$ cat config.mk
export PLATFORM = sky130hd
export DESIGN_NAME = rom_fetch_ctrl_flat
export DESIGN_NICKNAME = d
export VERILOG_FILES = /design/src/rtl/fetch_pkg.sv /design/src/rtl/rom_fetch_ctrl_if.sv /design/src/rtl/fetch_queue.sv /design/src/rtl/rom_fetch_ctrl.sv /design/src/flat_wrapper.sv
export SDC_FILE = /design/constraint.sdc
export NUM_CORES = 1
export LEC_CHECK = 0
export ABC_AREA = 1
export CORE_MARGIN = 2
export CORE_UTILIZATION = 40
export CTS_CLUSTER_SIZE = 40
export DETAILED_ROUTE_END_ITERATION = 6
export DONT_BUFFER_PORTS = 1
export PLACE_DENSITY = 0.55
export SLEW_MARGIN = 30
export SYNTH_ARGS = -nofsm -noshare
export SYNTH_HDL_FRONTEND = slang
export SYNTH_SLANG_ARGS = --single-unit
$ cat constraint.sdc
create_clock -name CLK -period 7.75 [get_ports CLK]
set_input_delay 1.1625 -clock CLK [delete_from_list [all_inputs] [get_ports CLK]]
set_output_delay 1.1625 -clock CLK [all_outputs]
set_load 0.005 [all_outputs]
$ cat src/rtl/fetch_pkg.sv
// Shared types and constants for the instruction-fetch block.
//   fetch_state_t : FSM encoding (FETCH=0, STALL=1, HALT=2), also exported on fetch_state
//   fetch_entry_t : one queue entry, {pc, inst}
//   PC_STEP       : byte increment between sequential fetches
//   RESET_PC_DEF  : default byte PC loaded on reset
package fetch_pkg;

    typedef enum logic [1:0] {
        FETCH = 2'd0,
        STALL = 2'd1,
        HALT  = 2'd2
    } fetch_state_t;

    typedef struct packed {
        logic [31:0] pc;
        logic [31:0] inst;
    } fetch_entry_t;

    localparam logic [31:0] PC_STEP      = 32'd4;
    localparam logic [31:0] RESET_PC_DEF = 32'h0000_0000;

endpackage

$ cat src/rtl/rom_fetch_ctrl_if.sv
// Fetch-side buses of rom_fetch_ctrl.
//   rom_addr/rom_data                     : asynchronous-read instruction ROM port
//   inst_valid/inst_ready/inst_data/inst_pc : valid/ready handshake towards decode
// master = the fetch controller, slave = ROM plus decode.
interface rom_fetch_ctrl_if #(
    parameter int ADDR_W = 10,
    parameter int DATA_W = 32
);
    logic [ADDR_W-1:0] rom_addr;
    logic [DATA_W-1:0] rom_data;
    logic              inst_valid;
    logic              inst_ready;
    logic [DATA_W-1:0] inst_data;
    logic [31:0]       inst_pc;

    modport master (
        output rom_addr,
        input  rom_data,
        output inst_valid,
        input  inst_ready,
        output inst_data,
        output inst_pc
    );

    modport slave (
        input  rom_addr,
        output rom_data,
        input  inst_valid,
        output inst_ready,
        input  inst_data,
        input  inst_pc
    );
endinterface

$ cat src/rtl/fetch_queue.sv
// Circular instruction queue of fetch_entry_t.
//   clk, rst      : clock, synchronous active-high reset (empties the queue)
//   push, wdata   : enqueue; accepted when not full, or when full with a pop in the same cycle
//   pop, rdata    : dequeue the head; rdata reads as 0 while empty
//   flush         : discard all entries at the edge
//   full, empty, count : occupancy
module fetch_queue
    import fetch_pkg::*;
#(
    parameter int DEPTH = 2
) (
    input  logic                     clk,
    input  logic                     rst,
    input  logic                     push,
    input  logic                     pop,
    input  logic                     flush,
    input  fetch_entry_t             wdata,
    output fetch_entry_t             rdata,
    output logic                     full,
    output logic                     empty,
    output logic [$clog2(DEPTH):0]   count
);
    localparam int PTR_W = $clog2(DEPTH);
    localparam int CNT_W = PTR_W + 1;

    fetch_entry_t     mem [DEPTH];
    logic [PTR_W-1:0] rd_ptr;
    logic [PTR_W-1:0] wr_ptr;
    logic             do_pop;
    logic             do_push;

    assign empty   = (count == '0);
    assign full    = (count == CNT_W'(DEPTH));
    assign do_pop  = pop & ~empty;
    assign do_push = push & (~full | do_pop);

    // Empty queue presents zeros so decode never sees stale or unknown data.
    assign rdata   = empty ? '0 : mem[rd_ptr];

    always_ff @(posedge clk) begin
        if (rst || flush) begin
            rd_ptr <= '0;
            wr_ptr <= '0;
            count  <= '0;
        end else begin
            if (do_push) wr_ptr <= wr_ptr + 1'b1;
            if (do_pop)  rd_ptr <= rd_ptr + 1'b1;
            case ({do_push, do_pop})
                2'b10:   count <= count + 1'b1;
                2'b01:   count <= count - 1'b1;
                default: count <= count;
            endcase
        end
    end

    // Storage carries data only; occupancy alone decides what is visible.
    always_ff @(posedge clk) begin
        if (do_push) mem[wr_ptr] <= wdata;
    end
endmodule

$ cat src/rtl/rom_fetch_ctrl.sv
// Instruction-fetch sequencer in front of an asynchronous-read ROM.
//   CLK, RESET        : clock, synchronous active-high reset
//   bus (master)      : ROM address/data and the decode valid/ready handshake
//   redirect_valid/pc : single-cycle branch/jump redirect to a byte address
//   halt              : level; suppresses new fetches while high
//   fetch_state       : current FSM state (FETCH/STALL/HALT)
// Owns the pc, fetches one word per cycle into fetch_queue whenever it has
// room, and absorbs stalls, redirects and halt. Priority: RESET > redirect >
// halt > normal push/pop.
module rom_fetch_ctrl
    import fetch_pkg::*;
#(
    parameter int          ADDR_W   = 10,
    parameter int          DATA_W   = 32,
    parameter logic [31:0] RESET_PC = RESET_PC_DEF,
    parameter int          QDEPTH   = 2
) (
    input  logic                    CLK,
    input  logic                    RESET,
    rom_fetch_ctrl_if.master        bus,
    input  logic                    redirect_valid,
    input  logic [31:0]             redirect_pc,
    input  logic                    halt,
    output logic [1:0]              fetch_state
);
    localparam int CNT_W = $clog2(QDEPTH) + 1;

    fetch_state_t      state_q, state_d;
    logic [31:0]       pc_q, pc_d;
    logic              pop;
    logic              space;
    logic              push;
    logic              q_pop;
    logic              flush;
    logic              q_full;
    logic              q_empty;
    logic [CNT_W-1:0]  q_count;
    fetch_entry_t      q_wdata;
    fetch_entry_t      q_rdata;
    logic              unused_pc_lsb;

    // Redirect targets are word aligned; the low bits are dropped.
    assign unused_pc_lsb = ^redirect_pc[1:0];

    assign pop   = bus.inst_valid & bus.inst_ready;
    assign space = ~q_full | pop;

    always_comb begin
        state_d = state_q;
        pc_d    = pc_q;
        push    = 1'b0;
        q_pop   = pop;
        flush   = 1'b0;
        if (redirect_valid) begin
            // The head being presented this cycle is killed, not consumed.
            flush   = 1'b1;
            q_pop   = 1'b0;
            pc_d    = {redirect_pc[31:2], 2'b00};
            state_d = halt ? HALT : FETCH;
        end else if (halt) begin
            state_d = HALT;
        end else begin
            // FETCH, STALL and HALT-with-halt-released all behave alike here:
            // fetch whenever the queue can take the word, and park in STALL
            // once it fills up with decode not consuming.
            push = space;
            if (push) pc_d = pc_q + PC_STEP;
            if (!pop && (q_full || (push && q_count == CNT_W'(QDEPTH - 1))))
                state_d = STALL;
            else
                state_d = FETCH;
        end
    end

    always_ff @(posedge CLK) begin
        if (RESET) begin
            state_q <= FETCH;
            pc_q    <= RESET_PC;
        end else begin
            state_q <= state_d;
            pc_q    <= pc_d;
        end
    end

    assign q_wdata = '{pc: pc_q, inst: 32'(bus.rom_data)};

    fetch_queue #(
        .DEPTH (QDEPTH)
    ) u_queue (
        .clk   (CLK),
        .rst   (RESET),
        .push  (push),
        .pop   (q_pop),
        .flush (flush),
        .wdata (q_wdata),
        .rdata (q_rdata),
        .full  (q_full),
        .empty (q_empty),
        .count (q_count)
    );

    // Only the low word-address bits reach the ROM, so fetch wraps the ROM
    // while inst_pc keeps the full byte address.
    assign bus.rom_addr   = pc_q[ADDR_W+1:2];
    assign bus.inst_valid = ~q_empty;
    assign bus.inst_data  = DATA_W'(q_rdata.inst);
    assign bus.inst_pc    = q_rdata.pc;
    assign fetch_state    = state_q;
endmodule

$ cat src/flat_wrapper.sv
// flat-port wrapper written by rule: the top's interface ports become plain ports
module rom_fetch_ctrl_flat import fetch_pkg::*;
#(
    parameter int          ADDR_W   = 10,
    parameter int          DATA_W   = 32,
    parameter logic [31:0] RESET_PC = RESET_PC_DEF,
    parameter int          QDEPTH   = 2
)
  (CLK, RESET, redirect_valid, redirect_pc, halt, fetch_state, bus_rom_addr, bus_rom_data, bus_inst_valid, bus_inst_ready, bus_inst_data, bus_inst_pc);
  rom_fetch_ctrl_if #(.ADDR_W(ADDR_W), .DATA_W(DATA_W)) bus_i ();
  input  logic CLK;
  input  logic RESET;
  input  logic redirect_valid;
  input  logic [31:0] redirect_pc;
  input  logic halt;
  output logic [1:0] fetch_state;
  output wire logic [$bits(bus_i.rom_addr)-1:0] bus_rom_addr;
  input wire logic [$bits(bus_i.rom_data)-1:0] bus_rom_data;
  output wire logic [$bits(bus_i.inst_valid)-1:0] bus_inst_valid;
  input wire logic [$bits(bus_i.inst_ready)-1:0] bus_inst_ready;
  output wire logic [$bits(bus_i.inst_data)-1:0] bus_inst_data;
  output wire logic [$bits(bus_i.inst_pc)-1:0] bus_inst_pc;
  assign bus_rom_addr = bus_i.rom_addr;
  assign bus_i.rom_data = bus_rom_data;
  assign bus_inst_valid = bus_i.inst_valid;
  assign bus_i.inst_ready = bus_inst_ready;
  assign bus_inst_data = bus_i.inst_data;
  assign bus_inst_pc = bus_i.inst_pc;
  rom_fetch_ctrl #(.ADDR_W(ADDR_W), .DATA_W(DATA_W), .RESET_PC(RESET_PC), .QDEPTH(QDEPTH)) u_core (.CLK(CLK), .RESET(RESET), .bus(bus_i), .redirect_valid(redirect_valid), .redirect_pc(redirect_pc), .halt(halt), .fetch_state(fetch_state));
endmodule
## After elaboration in Yosys (flattened, before gate mapping)

Memories as Yosys holds them, arrays and structs flattened. A register that Yosys moved wholly into a read port is not among the register bits.
Cells that the tools add are included.

- Reduce and logical (&&, ||, !) cells: 11
- Eq/ne operators: 5
- $add $sub $neg: 5
- Bitwise logic cells: 8
- Multiplexer cells: 17

Operators with widths:

| operator | count |
|---|---|
| 32-bit 2-to-1 mux | 3 |
| 64-bit 2-to-1 mux | 1 |
| 32-bit by 3-bit adder with 32-bit output (second input constant) | 1 |
| 1-bit 2-to-1 mux | 9 |
| 2-bit 2-to-1 mux | 3 |
| 2-bit by 1-bit equality test with 1-bit output (second input constant) | 2 |
| 2-bit equality test (second input constant) | 2 |
| 2-bit case mux with 2 select lines | 1 |
| 2-bit AND reduction | 2 |
| 2-bit nonzero test | 2 |
| 1-bit bitwise AND | 3 |
| 1-bit inverter | 3 |
| 1-bit adder (second input constant) | 2 |
| 2-bit by 1-bit adder with 2-bit output (second input constant) | 1 |
| 1-bit logical AND | 2 |
| 2-bit logical NOT | 1 |
| 1-bit logical OR | 2 |
| 2-bit != test (second input constant) | 1 |
| 1-bit bitwise OR | 2 |
| 2-bit OR reduction | 1 |
| 2-bit by 1-bit subtractor with 2-bit output (second input constant) | 1 |
| 1-bit logical NOT | 1 |

- Output and inout bits: 77
- Flip-flop bits (word level): 38
- Memories kept: 1
- Input port bits: 69
- Logic and storage cells: 53
- Memory bits (writable): 128

Memory list:

| name | words | bits a word | read ports | clocked after memory_dff | write ports | line | source |
|---|---|---|---|---|---|---|---|
| u_core.u_queue.mem | 2 | 64 | 1 | 1 | 1 | fetch_queue.sv:26 | `fetch_entry_t mem [DEPTH];` |

## Longest topological paths before layout

- Depth in word-level cells: 10
- Depth in mapped cells: 12
- Gate-level depth less buffers: 12

## Modules after synthesis

A second synthesis with hierarchy kept.

- Cells, all modules: 726
- Area, all modules: 7462.2 µm²

By module, submodules not included:

| module | area an instance (µm²) | seq. area each (µm²) | instances | cells each |
|---|---|---|---|---|
| fetch_queue | 5172.5 | 3943.8 | 1 | 379 |
| rom_fetch_ctrl | 2289.7 | 640.6 | 1 | 347 |

## Least setup slack after synthesis

No wires, ideal clock.

- Path type: input to register
- From: in redirect_valid
- To: mem u_core.u_queue.mem[1][0] (netlist name) (enable)
- Path slack: 3101 ps
- Path buffers: 1
- Required time: 7267 ps
- Cell stages on the path: 4
- Data arrival time: 4165 ps
- Setup time: 483 ps
- Cell sequence: buf_2 inv_2 nand2_4 nor2_1

- Cells in the longest elaborated chain, start to end: 6
- Elaborated cells on any way between the ends: 7
- Classes of those cells: mux: 4; bitwise: 3

RTL lines:

| element | line | source |
|---|---|---|
| start: declaration | flat_wrapper.sv:13 | `input logic redirect_valid;` |
| 1-bit 2-to-1 mux | rom_fetch_ctrl.sv:54 | `if (redirect_valid) begin` |
| 1-bit bitwise AND | fetch_queue.sv:34 | `assign do_pop = pop & ~empty;` |
| 1-bit bitwise OR | fetch_queue.sv:35 | `assign do_push = push & (~full \| do_pop);` |
| 1-bit bitwise AND * | fetch_queue.sv:35 |  |
| 1-bit 2-to-1 mux * | fetch_queue.sv:58 | `if (do_push) mem[wr_ptr] <= wdata;` |
| 1-bit 2-to-1 mux (implied by the code) * | fetch_queue.sv:58 |  |
| end: declaration | fetch_queue.sv:26 |  |

Every way passes the cells marked *; elsewhere a longest branch is shown, timed or not.

## Worst setup path after layout

- From: reg u_core.u_queue.count[0]
- To: mem u_core.u_queue.mem[1][19] (netlist name) (enable)

- Cells in the longest elaborated chain, start to end: 9
- Elaborated cells on any way between the ends: 14
- Classes of those cells: eq/ne: 1; mux: 5; bitwise: 7; reduce/logical: 1

RTL lines:

| element | line | source |
|---|---|---|
| start: declaration | fetch_queue.sv:21 | `output logic [$clog2(DEPTH):0] count` |
| start signal: assignment | fetch_queue.sv:49 | `2'b10: count <= count + 1'b1;` |
| start signal: assignment | fetch_queue.sv:50 | `2'b01: count <= count - 1'b1;` |
| start signal: assignment | fetch_queue.sv:51 | `default: count <= count;` |
| 2-bit logical NOT * | fetch_queue.sv:32 | `assign empty = (count == '0);` |
| 1-bit inverter * | rom_fetch_ctrl.sv:105 | `assign bus.inst_valid = ~q_empty;` |
| via bus_inst_valid | flat_wrapper.sv:19 | `output wire logic [$bits(bus_i.inst_valid)-1:0] bus_inst_valid;` |
| 1-bit bitwise AND | rom_fetch_ctrl.sv:45 | `assign pop = bus.inst_valid & bus.inst_ready;` |
| 1-bit bitwise OR / 1-bit 2-to-1 mux (equally long branches) | rom_fetch_ctrl.sv:46, rom_fetch_ctrl.sv:54 |  |
| 1-bit 2-to-1 mux / 1-bit bitwise AND (equally long branches) | rom_fetch_ctrl.sv:60, fetch_queue.sv:34 |  |
| 1-bit 2-to-1 mux / 1-bit bitwise OR (equally long branches) | rom_fetch_ctrl.sv:54, fetch_queue.sv:35 |  |
| 1-bit bitwise AND * | fetch_queue.sv:35 |  |
| 1-bit 2-to-1 mux * | fetch_queue.sv:58 |  |
| 1-bit 2-to-1 mux (implied by the code) * | fetch_queue.sv:58 |  |

Mark *: on every way through the listed nets, which the timed path passes. The rest lies on a longest branch.

==> out/results.txt <==
Die Area -> 18900 sq um
Slew Limit Fails -> 0
ANT cells -> 0
Main combinational cell family by area after synthesis -> simple AND/OR/NAND/NOR gates
Worst-margin pin slew -> 0.887 ns
Synth Register Bits -> 161
Synth Area in XOR/XNOR -> 0.616%
Slew Limit Headroom -> 40.9%
Fraction of registers with async set or reset after synthesis -> 0%
Largest net degree at the start of global routing -> 65
Fin crit period -> 3.30 ns
Cell row count -> 48
First-pass GRT wire length -> 24400 um
Reg clk slew, reported paths -> 0.06 ns
Clk Tree Root Cell -> clkbuf_16
Total vias in the final route -> 4853
Worst-Skew Late Latency -> 0.42 ns
Global Route Usage Sum -> 17.4%
Port bufs -> 0
Setup_tns -> 0 ns
Post-Synth Simple-Gate Area -> 21.2%
Synth Area in Compound Gates -> 9.25%
CP endpoint kind -> flop
Final period utilization -> 42.6%
CTS Hold Bufs -> 0
Hold Path Depth -> 2
Placed cells -> 907
RSZ-0062 raised after global routing -> false
Area of the multi-input gates -> 2280 sq um
Primary FF master, synth -> edfxtp_1
Layout Utilization -> 44.8%
Initial antenna violation count -> 0
Fin cells -> 938
Post-synthesis mux area share -> 0%
Sequential area share after synthesis -> 62.8%
Initial core utilization -> 41.0%
Design area -> 7780 sq um
Routed WL -> 16200 um
Crit Path Category -> flop to flop
Core area -> 17400 sq um
Status -> complete, no violations
Yosys top cell area share -> 52.3%
Register area -> 4470 sq um
Placed cell areas -> 7210 sq um
Synth cell types -> 36
Total power -> 1.92 mW
Warnings, synthesis -> 0
Share of cells above drive strength 1 -> 9.40%
Fin worst setup slack -> 4.45 ns
Final setup fails -> 0
Clk buf depth -> 2
Most common cell in the synthesized netlist -> nor2_1
I/O pins -> 146
Cts bufs inserted -> 17
Worst-path fanout max -> 64
Synth Area in Adders -> 0.704%
VDD IR max -> 153 uV
Hold Violations, Final -> 0
Beginning of the critical path -> u_core.u_queue.count[0]
Fill cell count -> 1644
Nets -> 774
WL/cell -> 17.3 um
Routability cong. -> 0.869
Kind of start point of the critical path -> flop
CTS tree -> done
Post-CTS Resized -> 0
Clock skew -> 0.00817 ns
Final hold slack -> 0.479 ns
Htree depth -> 4
Post-CTS setup buffer count -> 0
Min-delay src -> u_core.u_queue.rd_ptr
DRT iter0 DRCs -> 257
Synthesis-to-layout area growth -> 9.39%
Syn_area_per_cell -> 9.85 sq um
Tightest Hold Check Type -> flop to flop
DP Wirelength -> 10300 um
Mapped cell area -> 7110 sq um
CP Data Required Time -> 7.80 ns
Commonest cells post-synth -> 174 x nor2_1, 124 x edfxtp_1, 101 x nand2_1, 68 x o21ai_0, 38 x nand3_1
Number of flops mapped to enable cells by yosys -> 124
Area leader, netlist -> edfxtp_1
DRC -> 0
First drt pass iteration count -> 5
Number of vias per cell -> 5.17
CTS Sinks -> 161
Die extent in x -> 137 um
Post-route ant nets -> 0
FF-to-FF Start -> u_core.u_queue.count[0]
Max-Cap Viols -> 0
Vias in the first global route -> 4551
Fmax -> 303 MHz
Cells after synthesis -> 722
Pwr/cell area -> 246 nW/um^2
Leak pwr -> 2.77 nW
Die Ht -> 137 um
Crit path DAT -> 3.36 ns
R2R cell count -> 10
Worst R2R Setup Slack -> 4.45 ns
Dpl ws -> 4.39 ns
Area contributors post-synth -> edfxtp_1 52%, dfxtp_1 10%, nor2_1 9.2%
Global route total overflow -> 0
[where the power goes]
part           internal [mW]  switching, mW  leakage, nW
logic                 0.0273         0.0690         1.03
clock network          0.503          0.325        0.281
registers              0.966         0.0246         1.46
total                   1.50          0.419         2.77
[path summary, 6_finish.rpt]
check | to
worst min register to register | flop
worst max-delay path | u_core.u_queue.mem[1][19]
worst min-delay path | flop
worst max register to register | u_core.u_queue.mem[1][19]
[critical path, stage by stage, from the launching register on]
cell and delay (ns):
dfxtp_1 0.35, inv_1 0.07, ha_1 0.23, inv_4 0.47
nand2_4 0.14, nand2_2 0.12, nand2_4 0.12, clkinv_4 0.15
nand2_4 0.11, nor2_4 0.48, buf_4 0.63
[cells in the final DEF (no fill, tap or decap), types with 3 or more instances in the layout]
cell type	instances
nor2_1	172
edfxtp_1	124
nand2_1	101
o21ai_0	68
nand3_1	38
dfxtp_1	36
inv_1	31
a21oi_1	22
clkbuf_16	17
a22oi_1	9
nor2_4	8
nand2_2	7
nor2_2	6
nor3_1	6
inv_2	5
a31oi_1	5
o21bai_1	4
nand4_1	4
ha_1	4
clkinv_2	4
nand2_4	3
xor2_1	3
o211ai_1	3
clkbuf_1	3
bufinv_16	3
buf_4	3
[sequential cells by signal, summed over array words and instances, names as in the netlist, named ones only]
name / cells
u_core.u_queue.mem: 124
u_core.pc_q: 30
u_core.fetch_state: 2
u_core.u_queue.count: 2
u_core.u_queue.rd_ptr: 1
u_core.u_queue.wr_ptr: 1
[metal layers]
| layer | share of wire, % | wire [um] | global-route usage (%) |
|---|---|---|---|
| met1 | 41 | 6700 | 20.2 |
| met2 | 48 | 7850 | 29.2 |
| met3 | 8.4 | 1360 | 6.55 |
| met4 | 1.8 | 290 | 6.82 |
| met5 | 0 | 0 | 0 |
[area by class of cell]
type | instances | area share [%]
Inverter | 39 | 2.01
Sequential cell | 161 | 57.4
Clock buffer | 20 | 5.61
Clock inverter | 11 | 1.78
Timing Repair Buffer | 3 | 0.289
Tap cell | 225 | 3.62
Multi-Input combinational cell | 479 | 29.3
[cell families (layout without fill, tap and decap cells)]
family | count (synthesis) | after routing
buffers and inverters | 83 | 73
XOR/XNOR | 5 | 5
other | 1 | 2
AO/OA/AOI/OAI | 118 | 118
AND/OR/NAND/NOR | 350 | 350
adder cells (fa/ha/maj) | 4 | 4
flip-flops | 161 | 161
No activity file was read; power rests on OpenSTA's default activity.
